--- src/rtl/uart_tx_frame_param.sv ---
// Parametrised UART transmitter: start bit, DATA_BITS data bits LSB first, optional
// parity, STOP_BITS stop bits, each bit held CLKS_PER_BIT clocks. All outputs registered.
module uart_tx_frame_param #(
  parameter int DATA_BITS    = 8,
  parameter int CLKS_PER_BIT = 16,
  parameter int PARITY       = 0,
  parameter int STOP_BITS    = 1
) (
  input  logic                 ipclk,
  input  logic                 iprst_n,
  input  logic [DATA_BITS-1:0] datain,
  input  logic                 valid,
  output logic                 ready,
  output logic                 tx,
  output logic                 busy,
  output logic                 done
);

  localparam int CW = $clog2(CLKS_PER_BIT);
  localparam int IW = $clog2(DATA_BITS + 1);

  localparam logic [CW-1:0] CNT_LAST  = CW'(CLKS_PER_BIT - 1);
  localparam logic [IW-1:0] IDX_LAST  = IW'(DATA_BITS - 1);
  localparam logic [IW-1:0] STOP_LAST = IW'(STOP_BITS - 1);

  localparam logic [2:0] S_IDLE   = 3'd0;
  localparam logic [2:0] S_START  = 3'd1;
  localparam logic [2:0] S_DATA   = 3'd2;
  localparam logic [2:0] S_PARITY = 3'd3;
  localparam logic [2:0] S_STOP   = 3'd4;

  if (DATA_BITS < 5 || DATA_BITS > 9 || CLKS_PER_BIT < 2 ||
      PARITY < 0 || PARITY > 2 || STOP_BITS < 1 || STOP_BITS > 2) begin : g_param_check
    $error("uart_tx_frame_param: illegal parameter combination");
  end

  // Odd parity makes the total count of ones (data + parity) odd.
  function automatic logic parity_bit(input logic [DATA_BITS-1:0] d);
    logic p;
    if (PARITY == 1) begin
      p = ~^d;
    end else begin
      p = ^d;
    end
    return p;
  endfunction

  logic [2:0]           state_q, state_d;
  logic [CW-1:0]        cnt_q, cnt_d;
  logic [IW-1:0]        idx_q, idx_d;
  logic [DATA_BITS-1:0] data_q, data_d;
  logic                 par_q, par_d;
  logic                 tx_q, tx_d;
  logic                 ready_q, busy_q, done_q;
  logic                 bit_end_s, frame_end_s;
  logic [DATA_BITS-1:0] shifted_s;

  assign bit_end_s   = (cnt_q == CNT_LAST);
  assign frame_end_s = (state_q == S_STOP) && bit_end_s && (idx_q == STOP_LAST);
  assign shifted_s   = data_q >> idx_q;

  // Frame sequencer: state, baud counter, bit index and latched word.
  always_comb begin
    state_d = state_q;
    cnt_d   = cnt_q;
    idx_d   = idx_q;
    data_d  = data_q;
    par_d   = par_q;
    case (state_q)
      S_IDLE: begin
        if (valid && ready_q) begin
          state_d = S_START;
          cnt_d   = '0;
          idx_d   = '0;
          data_d  = datain;
          par_d   = parity_bit(datain);
        end else begin
          state_d = S_IDLE;
        end
      end
      S_START: begin
        if (bit_end_s) begin
          cnt_d   = '0;
          idx_d   = '0;
          state_d = S_DATA;
        end else begin
          cnt_d = cnt_q + CW'(1);
        end
      end
      S_DATA: begin
        if (bit_end_s) begin
          cnt_d = '0;
          if (idx_q == IDX_LAST) begin
            idx_d   = '0;
            state_d = (PARITY != 0) ? S_PARITY : S_STOP;
          end else begin
            idx_d = idx_q + IW'(1);
          end
        end else begin
          cnt_d = cnt_q + CW'(1);
        end
      end
      S_PARITY: begin
        if (bit_end_s) begin
          cnt_d   = '0;
          idx_d   = '0;
          state_d = S_STOP;
        end else begin
          cnt_d = cnt_q + CW'(1);
        end
      end
      S_STOP: begin
        if (bit_end_s) begin
          cnt_d = '0;
          if (idx_q == STOP_LAST) begin
            idx_d   = '0;
            state_d = S_IDLE;
          end else begin
            idx_d = idx_q + IW'(1);
          end
        end else begin
          cnt_d = cnt_q + CW'(1);
        end
      end
      default: begin
        state_d = S_IDLE;
        cnt_d   = '0;
        idx_d   = '0;
      end
    endcase
  end

  // Line level follows the current state, so tx trails the state register by one clock.
  always_comb begin
    tx_d = 1'b1;
    case (state_q)
      S_IDLE:   tx_d = 1'b1;
      S_START:  tx_d = 1'b0;
      S_DATA:   tx_d = shifted_s[0];
      S_PARITY: tx_d = par_q;
      S_STOP:   tx_d = 1'b1;
      default:  tx_d = 1'b1;
    endcase
  end

  // State and output registers; reset forces the line to mark immediately.
  always_ff @(posedge ipclk or negedge iprst_n) begin
    if (!iprst_n) begin
      state_q <= S_IDLE;
      cnt_q   <= '0;
      idx_q   <= '0;
      data_q  <= '0;
      par_q   <= 1'b0;
      tx_q    <= 1'b1;
      ready_q <= 1'b1;
      busy_q  <= 1'b0;
      done_q  <= 1'b0;
    end else begin
      state_q <= state_d;
      cnt_q   <= cnt_d;
      idx_q   <= idx_d;
      data_q  <= data_d;
      par_q   <= par_d;
      tx_q    <= tx_d;
      ready_q <= (state_d == S_IDLE);
      busy_q  <= (state_d != S_IDLE);
      done_q  <= frame_end_s;
    end
  end

  assign tx    = tx_q;
  assign ready = ready_q;
  assign busy  = busy_q;
  assign done  = done_q;

endmodule

--- config.mk ---
export PLATFORM = sky130hd
export DESIGN_NAME = uart_tx_frame_param
export DESIGN_NICKNAME = d
export VERILOG_FILES = /design/src/rtl/uart_tx_frame_param.sv
export SDC_FILE = /design/constraint.sdc
export NUM_CORES = 1
export LEC_CHECK = 0
export ABC_CLOCK_PERIOD_IN_PS = 2400
export CORE_ASPECT_RATIO = 1.4
export CORE_MARGIN = 2
export CORE_UTILIZATION = 30
export DETAILED_ROUTE_END_ITERATION = 8
export HOLD_SLACK_MARGIN = 0.06
export PLACE_DENSITY_LB_ADDON = 0.08
export SYNTH_ARGS = -nofsm -noshare
export SYNTH_HDL_FRONTEND = slang
export SYNTH_SLANG_ARGS = --single-unit
--- constraint.sdc ---
create_clock -name ipclk -period 2.4 [get_ports ipclk]
set_input_delay 0.36 -clock ipclk [delete_from_list [all_inputs] [get_ports ipclk]]
set_output_delay 0.36 -clock ipclk [all_outputs]
set_load 0.02 [all_outputs]
==> results.sh <==
export IMPL_drc=0
export IMPL_cts_path_max_buffers=2
export IMPL_cts_setup_buffers=0
export IMPL_synth_nets=126
export IMPL_synth_top_area_cell="dfrtp_1"
export IMPL_synth_top_area_share_pct=42.23
export IMPL_powerDensity_mw_per_mm2=1027
export IMPL_regArea_um2=603.1
export IMPL_drv_slew=0
export IMPL_rsz0062_at_grt="false"
export IMPL_multi_input_area_um2=635.6
export IMPL_layout_worst_path_cycle_share_pct=79.72
export IMPL_coreArea_mm2=0.004204
export IMPL_end_kind="flop"
export IMPL_dp_hpwl_um=1886
export IMPL_clkSinkCount=24
export IMPL_maxCapViolCount=0
export IMPL_h_tree_depth=1
export IMPL_syn_avg_cell_area_um2=11.64
export IMPL_clkSlewWorstSetupHoldPaths_ns=0.08
export IMPL_fill_cells=432
export IMPL_worstPathArrival_ns=2.07
export IMPL_antenna_cells=0
export IMPL_synth_most_common_cell="dfrtp_1"
export IMPL_clock_latency_ns=0.27
export IMPL_fin_tns_setup_ns=0
export IMPL_die_area_mm2=0.004897
export IMPL_gp_congestion=0.7344
export IMPL_finalHoldViolations=0
export IMPL_drive_above_1_share_pct=21.26
export IMPL_place_area_mm2=0.001473
export IMPL_start_util_pct=31.01
export IMPL_die_x_um=59.72
export IMPL_cts_tree="done"
export IMPL_ys_warn_count=0
export IMPL_clock_skew_ns=0.001535
export IMPL_fp_dieH_um=82
export IMPL_grt_max_degree=25
export IMPL_ys_top_cells_by_area="dfrtp_1, mux2_2, xnor2_1"
export IMPL_fmax_mhz=522.7
export IMPL_wl_per_cell_um=14.63
export IMPL_syn_area_mm2=0.001304
export IMPL_ir_worst_vdd_mv=0.3473
export IMPL_cts_hold_buf=0
export IMPL_drt_iter0_markers=10
export IMPL_tightest_slew_ns=0.5589
export IMPL_slew_headroom_pct=62.67
export IMPL_wl_um=2517
export IMPL_worst_ep_required_time_ns=2.56
export IMPL_cp_start_kind="flop"
export IMPL_yosys_register_bits=24
export IMPL_fin_area_mm2=0.001518
export IMPL_syn2layout_area_growth_pct=16.41
export IMPL_via_count=895
export IMPL_synthTopCellsByCount="dfrtp_1, mux2_2, nor2_1, xnor2_1, inv_1"
export IMPL_hp_class="in -> async"
export IMPL_grtUsageTotal_pct=12.42
export IMPL_setup_viol=0
export IMPL_num_nets_final=142
export IMPL_grt_pass1_vias=975
export IMPL_io_pins=15
export IMPL_root_buffer="clkbuf_8"
export IMPL_hold_slack_ns=0.4577
export IMPL_crit_fanout=7
export IMPL_synth_async_sr_flop_share_pct=100.0
export IMPL_via_per_inst=5.203
export IMPL_dr_pass1_iters=4
export IMPL_p_leak_nw=0.6297
export IMPL_crit_type="reg -> reg"
export IMPL_outcome="complete, no violations"
export IMPL_synth_main_ff_cell="dfrtp_1"
export IMPL_place_port_buffers=14
export IMPL_fin_crit_ns=1.913
export IMPL_antenna_found_initial=0
export IMPL_cts_resized_gates=0
export IMPL_antenna_left=0
export IMPL_cts_buffers=3
export IMPL_yosysUniqueCellTypes=40
export IMPL_grt_overflow=0
export IMPL_synth_edff_count=0
export IMPL_synth_cells=112
export IMPL_reg2reg_slack_ns=0.49
export IMPL_ys_seq_area_share_pct=46.26
export IMPL_grt_pass1_wl_um=4498
export IMPL_rows=28
## through the flow
stage | total power, mW | cells | worst slack (ns) | util, %
final | 1.558 | 172 | 0.4868 | 36.10
after global routing | 1.698 | 172 | 0.3499 | 36.10
after CTS | 1.589 | 172 | 0.4696 | 36.10
after detailed placement | 1.333 | 168 | 0.3874 | 35.03
after global placement | 1.325 | 168 | 0.4072 | 35.03
after floorplan | 1.188 | 112 | 0.6504 | -
## sequential cells by signal, summed over array words and instances, names as in the netlist
register / count
data_q: 8
cnt_q: 4
idx_q: 4
state_q: 3
busy: 1
done: 1
par_q: 1
ready: 1
tx: 1
## worst paths after layout
check | from | to | cells past startpoint
min | iprst_n | done$_DFF_PN0_ | 2
max in group asynchronous | iprst_n | tx$_DFF_PN1_ | 2
max reg2reg | cnt_q[0]$_DFFE_PN0N_ | idx_q[0]$_DFFE_PN0P_ | 5
min reg2reg | data_q[5]$_DFFE_PN0N_ | data_q[5]$_DFFE_PN0N_ | 1
max | cnt_q[0]$_DFFE_PN0N_ | idx_q[0]$_DFFE_PN0P_ | 5
min in group ipclk | data_q[5]$_DFFE_PN0N_ | data_q[5]$_DFFE_PN0N_ | 1
## critical path, stage by stage (launching register included)
cell     delay (ns)
dfrtp_1        0.40
ha_1           0.20
nand3_1        0.26
a21oi_1        0.33
or2_1          0.29
mux2_4         0.32
## cell usage in the layout, fill, tap and decap left out, drive strengths merged
master / count
a2111oi: 1
a211oi: 2
a21o: 1
a21oi: 5
a221oi: 1
a22o: 3
a22oi: 1
a31oi: 1
and3: 1
buf: 2
clkbuf: 4
clkdlybuf4s50: 14
dfrtp: 22
dfstp: 2
ha: 3
inv: 6
mux2: 9
mux2i: 2
mux4: 2
nand2: 4
nand2b: 1
nand3: 3
nand3b: 1
nor2: 9
nor3: 3
nor3b: 4
o211a: 1
o211ai: 1
o22a: 1
o22ai: 2
o311ai: 1
or2: 3
or3b: 1
xnor2: 8
xor2: 2
## routing by layer
layer  vias to the layer above  routed length (µm)  global-route usage [%]
met5                         -                   0                       0
met4                         0                  62                   6.889
met3                         5                  97                   2.047
met2                        21                1340                   21.85
met1                       439                1016                   13.85
li1                        430                   -                       -
## where the power goes
| group | internal, mW | leakage, nW | switching, mW |
|---|---|---|---|
| Clock | 0.119 | 0.0228 | 0.129 |
| Combinational | 0.334 | 0.311 | 0.268 |
| Sequential | 0.567 | 0.296 | 0.141 |
## layout make-up
class                           instances  share of cell area [%]
Inverter                                6                   1.484
Timing Repair Buffer                   16                   10.22
Clock buffer                            4                   2.968
Tap cell                               45                   3.710
Sequential cell                        24                   39.74
Multi-Input combinational cell         77                   41.88
## kinds of logic after synthesis
| kind of cell | after synthesis | share of synthesized area (%) |
|---|---|---|
| adders and majority gates | 3 | 2.879 |
| DFF | 24 | 46.26 |
| buffers and inverters | 11 | 4.989 |
| AOI/OAI and AO/OA | 21 | 13.34 |
| muxes | 13 | 13.05 |
| xor gates and xnor gates | 10 | 6.718 |
| and+or+nand+nor | 30 | 12.77 |
(Power assumes the default switching activity.)
